**src/rtl/ifetch_unit.sv**
```systemverilog
// PC register and instruction-fetch stage: FETCH/HOLD handshake with stall, flush and retire counter.
// Optional misaligned-fetch check is enabled by defining IFETCH_ALIGN_CHK_EN.
module ifetch_unit #(
    parameter logic [31:0] RESET_PC = 32'h0000_3000
) (
    input  logic        clk,
    input  logic        rst_n,
    input  logic [31:0] pc_next,
    input  logic        stall,
    input  logic        flush,
    input  logic [31:0] flush_pc,
    output logic        imem_req,
    output logic [31:0] imem_addr,
    input  logic [31:0] imem_rdata,
    input  logic        imem_ready,
    output logic [31:0] pc_cur,
    output logic [31:0] ins,
    output logic        ins_valid,
    output logic [31:0] retire_cnt
`ifdef IFETCH_ALIGN_CHK_EN
    ,
    output logic        adel_exc
`endif
);

    typedef enum logic {
        FETCH = 1'b0,
        HOLD  = 1'b1
    } state_t;

    state_t      state_q;
    state_t      state_d;
    logic [31:0] pc_d;
    logic        load_pc;
    logic        consume;
    logic        take_rsp;

    // NOTE: every signal driven in this block gets a default first, so no path leaves it unassigned and no latch is inferred.
    always_comb begin
        state_d  = state_q;
        pc_d     = pc_cur;
        load_pc  = 1'b0;
        consume  = 1'b0;
        take_rsp = 1'b0;
        if (flush) begin
            // A redirect wins over both the memory response and consumption.
            pc_d    = flush_pc;
            load_pc = 1'b1;
            state_d = FETCH;
        end else begin
            case (state_q)
                FETCH: begin
                    if (imem_ready) begin
                        take_rsp = 1'b1;
                        state_d  = HOLD;
                    end
                end
                HOLD: begin
                    if (!stall) begin
                        pc_d    = pc_next;
                        load_pc = 1'b1;
                        consume = 1'b1;
                        state_d = FETCH;
                    end
                end
                default: state_d = FETCH;
            endcase
        end
`ifdef IFETCH_ALIGN_CHK_EN
        // A misaligned PC never reaches memory; it becomes a faulting entry directly.
        if (load_pc && (pc_d[1:0] != 2'b00)) begin
            state_d = HOLD;
        end
`endif
    end

    assign imem_req  = (state_q == FETCH);
    assign ins_valid = (state_q == HOLD);
`ifdef IFETCH_ALIGN_CHK_EN
    assign imem_addr = pc_cur;
    localparam state_t RESET_STATE = (RESET_PC[1:0] != 2'b00) ? HOLD : FETCH;
`else
    assign imem_addr = {pc_cur[31:2], 2'b00};
    localparam state_t RESET_STATE = FETCH;
`endif

    // NOTE: sequential state uses non-blocking assignments so all registers update together from pre-edge values.
    always_ff @(posedge clk) begin
        if (!rst_n) begin
            state_q <= RESET_STATE;
        end else begin
            state_q <= state_d;
        end
    end

    always_ff @(posedge clk) begin
        if (!rst_n) begin
            pc_cur     <= RESET_PC;
            ins        <= 32'h0000_0000;
            retire_cnt <= 32'h0000_0000;
        end else begin
            pc_cur <= pc_d;
            if (take_rsp) begin
                ins <= imem_rdata;
            end
            if (consume) begin
                retire_cnt <= retire_cnt + 32'd1;
            end
`ifdef IFETCH_ALIGN_CHK_EN
            if (load_pc && (pc_d[1:0] != 2'b00)) begin
                ins <= 32'h0000_0000;
            end
`endif
        end
    end

`ifdef IFETCH_ALIGN_CHK_EN
    always_ff @(posedge clk) begin
        if (!rst_n) begin
            adel_exc <= (RESET_PC[1:0] != 2'b00);
        end else if (load_pc) begin
            adel_exc <= (pc_d[1:0] != 2'b00);
        end
    end
`endif

endmodule

```
**config.mk**
```make
export PLATFORM = sky130hd
export DESIGN_NAME = ifetch_unit
export DESIGN_NICKNAME = d
export VERILOG_FILES = /design/src/rtl/ifetch_unit.sv
export SDC_FILE = /design/constraint.sdc
export NUM_CORES = 1
export LEC_CHECK = 0
export ABC_CLOCK_PERIOD_IN_PS = 1700
export CORE_UTILIZATION = 36
export DETAILED_ROUTE_END_ITERATION = 7
export GPL_TIMING_DRIVEN = 0
export HOLD_SLACK_MARGIN = 0.12
export PLACE_DENSITY = 0.84
export SETUP_SLACK_MARGIN = 0.02
export SKIP_LAST_GASP = 1
export SLEW_MARGIN = 20
export SYNTH_ARGS = -nofsm -noshare
export SYNTH_HDL_FRONTEND = slang
export SYNTH_SLANG_ARGS = --single-unit
```
**constraint.sdc**
```tcl
create_clock -name clk -period 1.7 [get_ports clk]
set_clock_uncertainty 0.2 [all_clocks]
set_input_delay 0.34 -clock clk [delete_from_list [all_inputs] [get_ports clk]]
set_output_delay 0.34 -clock clk [all_outputs]
set_load 0.02 [all_outputs]
```
# --- Word level (Yosys, flattened, before mapping) ---
# Index checks and enable logic that the tools add are counted.
op_classes:
  muxes: 11
  n_addsub: 1
  n_bitwise: 2
  n_eq_ne: 1
  reduce_logical: 3
op_table:
  columns: ["operator", "count"]
  rows:
  - ["$mux W32", 3]
  - ["$add A32 B1 Y32 const B", 1]
  - ["$mux W1", 7]
  - ["$ne A2 B1 Y1 const B", 1]
  - ["$not A1 Y1", 2]
  - ["$pmux W1 S2", 1]
  - ["$reduce_and A2 Y1", 1]
  - ["$reduce_bool A2 Y1", 1]
  - ["$reduce_or A2 Y1", 1]
word_totals:
  out_inout_bits: 130
  wordCells: 22
  input_bits: 101
  regBits: 97

# --- Longest topological paths before layout ---
logic_depth:
  ltp_word: 3
  ltp_mapped: 7
  depth_no_buf: 5

# --- Least setup slack after synthesis ---
# No wires, ideal clock.
synth_path:
  kind: "reg-to-reg"
  startpoint: "register retire_cnt[0]"
  endpoint: "register retire_cnt[30]"
  synth_period_minus_slack_ns: 2.045
  setup_ns: 0.070
  arrival_time_ns: 1.774
  required_ns: 1.430
  path_stages_with_launch: 7
  slack_ns: -0.345
  path_cell_list: "dfxtp_1 ha_1 nand4bb_4 nand4bb_1 buf_2 or4_1 a21oi_1"
synth_between:
  elab_chain_cells: 1
synth_lines:
  columns: ["element", "line_no", "text"]
  rows:
  - ["start, declared", "19", "output logic [31:0] retire_cnt"]
  - ["start signal, assigned", "107", "retire_cnt <= retire_cnt + 32'd1;"]
  - ["$add A32 B1 Y32", "107", null]
# Every way passes these cells.
# A chain may end at the register's enable or synchronous reset.

# --- Worst setup path in the final report ---
layout_path:
  startpoint: "register retire_cnt[22]"
  endpoint: "register retire_cnt[30]"
# Same word-level chain as after synthesis.

==> summary.md <==
| Metric | Value |
|---|---|
| Pre-CTS setup slack | -850 ps |
| Via-per-instance ratio | 5.00 |
| WP data required | 1790 ps |
| Leakage | 3.77 nW |
| Net Sw Frac | 25.0% |
| Fin crit share | 114% |
| Core Area | 0.0120 mm2 |
| First-pass GRT wire length | 23500 um |
| RSZ-0062 raised after global routing | yes |
| # IOs | 231 |
| Die height | 113 um |
| Busiest layer in global routing | met2 |
| Clk buf depth | 2 |
| Antenna-violating nets left | 0 |
| Dpl hpwl | 10400 um |
| FILL cells | 906 |
| Ys flop type | dfxtp_1 |
| Min-Delay Path Depth | 2 |
| End of the worst register-to-register path | retire_cnt[30] |
| Final hold violation count | 0 |
| Yosys reg bits | 97 |
| Outcome | finished with violations |
| Worst setup EP type | flip-flop |
| Vias | 4671 |
| Die W | 113 um |
| Total global-route track usage | 23.6% |
| Sequential-to-total area share from yosys stat | 43.9% |
| CP Max Fanout | 7 |
| Total number of H-tree levels | 3 |
| Setup Crit Path Kind | flip-flop to flip-flop |
| P_int | 4.39 mW |
| Failing checks | negative setup slack |
| CTS clk-pin slew, worst paths | 70 ps |
| Reg2reg setup slack | -240 ps |
| Wire length per cell | 16.8 um |
| # Max-Cap Violations | 0 |
| Minimum clock period after layout | 1940 ps |
| Vias in the first global route | 4812 |
| Num rows | 40 |
| Worst Hold Path EP | ins[31] |
| Yosys top cell area share | 43.9% |
| Post-synthesis async set-or-reset flop share | 0% |
| Count leader, synth | dfxtp_1 |
| Post-synth EDFFs | 0 |
| FF/Latch Area | 0.00201 mm2 |
| Share of layout cells above drive strength 1 | 32.3% |
| Die area | 0.0127 mm2 |
| Clock tree sinks | 97 |
| Met2 global-route usage | 42.2% |
| R2R Path Start | retire_cnt[22] |
| Combinational Power Share | 18.7% |
| Setup Viol. Count Final | 40 |
| Yosys Warn Count | 0 |
| Post-synth top area cell | dfxtp_1 |
| Syn Area/Cell | 8.93 um2 |
| Antenna violations before repair | 1 |
| CP Launch Type | flip-flop |
| Total CTS buffers | 9 |
| R2r worst-path depth | 5 |
| Setup WS post-layout | -243 ps |
| Worst hold path type | flip-flop to flip-flop |
| Worst EP arrival | 2030 ps |
| Pins Over Slew Limit | 0 |
| Placer Congestion | 0.798 |
| Mapped cell area | 0.00442 mm2 |
| Largest cells by area after synthesis | dfxtp_1, mux2i_1, mux2_2 |
| Multi-input logic area | 0.00252 mm2 |
| VDD IR max | 0.000614 V |
| Port buffer count | 228 |
| Cell area power density | 712 mW/mm2 |
| Fmax | 0.515 GHz |
| Met3 usage | 6.32% |
| Cells after DPL | 871 |
| Post-synth top cells | dfxtp_1, nand2_1, a21oi_1 |
| Post-Syn Instances | 495 |
| Initial Util | 36.8% |
| Worst skew pair latency | 350 ps |
| # nets final | 884 |
| WL final | 15700 um |
| DR iter-0 viols | 201 |
| Area added between synthesis and finish | 86.1% |
| Met1 GRT Util | 26.3% |
| DRT Pass-1 Iters | 4 |
| Root Driver | clkbuf_16 |
| Distinct cells, synth | 36 |
| CTS tree | yes |
| Total gr overflow | 0 |
| Layout Cells excl Fill | 935 |
| Clock power frac | 40.3% |
| Final Power | 5.86 mW |
| Hold wc startpoint | ins[31] |
| Sw power | 1.46 mW |
| Sequential power share | 41.0% |
| Residual DRC | 0 |
| Largest net degree at the start of global routing | 17 |
-- critical path, cell delays in order (launching register included) --
cell and delay, ps:
dfxtp_4 390, and4_1 200, clkbuf_4 180, nand3_1 160, or4_4 590, a21oi_2 160
-- per-stage QoR --
step	hold WS [ps]	utilization (%)	setup TNS [ps]	cell area, um2
2_1_floorplan	268	-	-623	4640
3_3_place_gp	242	59.2	-56310	7110
3_5_place_dp	247	59.2	-61330	7110
4_1_cts	254	65.9	-5880	7920
5_1_grt	273	68.5	-6390	8220
6_report	249	68.5	-2820	8220
-- cells in the final DEF (no fill, tap or decap), types with 7 or more instances in the layout --
cell,synthesis,layout
buf_4,32,56
buf_6,0,19
dlygate4sd2_1,0,91
dfxtp_1,97,68
clkbuf_2,0,22
dfxtp_4,0,13
a21oi_1,47,38
mux2i_1,39,38
clkbuf_16,0,13
nor2_1,41,41
clkdlybuf4s15_2,0,9
clkdlybuf4s50_1,0,98
nand2_1,81,78
dfxtp_2,0,16
nand3_1,10,10
clkbuf_1,20,7
a21oi_2,0,9
mux2_4,0,32
clkdlybuf4s15_1,0,10
-- metal layers --
layer,vias up,share of wire [%]
met4,0,2.8
met5,-,0
li1,2250,-
met2,169,51
met3,33,6.4
met1,2219,40
-- final cells by class --
class                      instances  share of cell area, %
antenna                            1                 0.0304
buffer                            61                   6.28
timing repair buffer             275                   32.0
clock inverter                     7                   1.41
clock buffer                       9                   2.74
multi-input combinational        333                   30.6
inverter                           5                  0.259
sequential                        97                   24.4
tap                              147                   2.24
-- worst max path at each step --
stage	start	to	slack, ps	cells past startpoint
2_1_floorplan	retire_cnt[1]	retire_cnt[22]	-130	6
3_3_place_gp	flush	ins[24]	-750	6
3_5_place_dp	flush	ins[30]	-850	6
4_1_cts	retire_cnt[0]	retire_cnt[24]	-220	6
5_1_grt	retire_cnt[0]	retire_cnt[30]	-280	6
6_report	retire_cnt[22]	retire_cnt[30]	-240	5
-- power groups by stage --
stage	sequential (mW)	clock, mW	combinational [mW]
2_1_floorplan	2.55	0	0.387
3_3_place_gp	2.45	0	1.02
3_5_place_dp	2.46	0	1.05
4_1_cts	2.40	2.38	1.04
5_1_grt	2.41	2.47	1.16
6_report	2.40	2.36	1.09
-- state kept, by name, indices dropped and copies added, names as in the netlist --
register and count:
ins_valid 1, pc_cur 32, retire_cnt 32, ins 32
-- logic make-up (layout without fill, tap and decap cells) --
kind of cell | Yosys count | count (layout) | share of synthesized area (%)
adders and majority gates | 1 | 1 | 0.283
xor gates and xnor gates | 10 | 10 | 1.98
DFF | 97 | 97 | 43.9
buffers and inverters | 67 | 357 | 8.61
muxes | 71 | 71 | 17.0
other | 1 | 3 | 0.0849
AOI/OAI and AO/OA | 64 | 64 | 7.93
and+or+nand+nor | 184 | 185 | 20.2
-- what timing repair did --
action	in CTS	in global routing
gates resized for setup	231	128
endpoints found under the setup margin	215	119
hold buffers	0	0
pin swaps	33	33
gates cloned	7	2
buffers inserted	25	17
No activity file was read; power rests on OpenSTA's default activity.
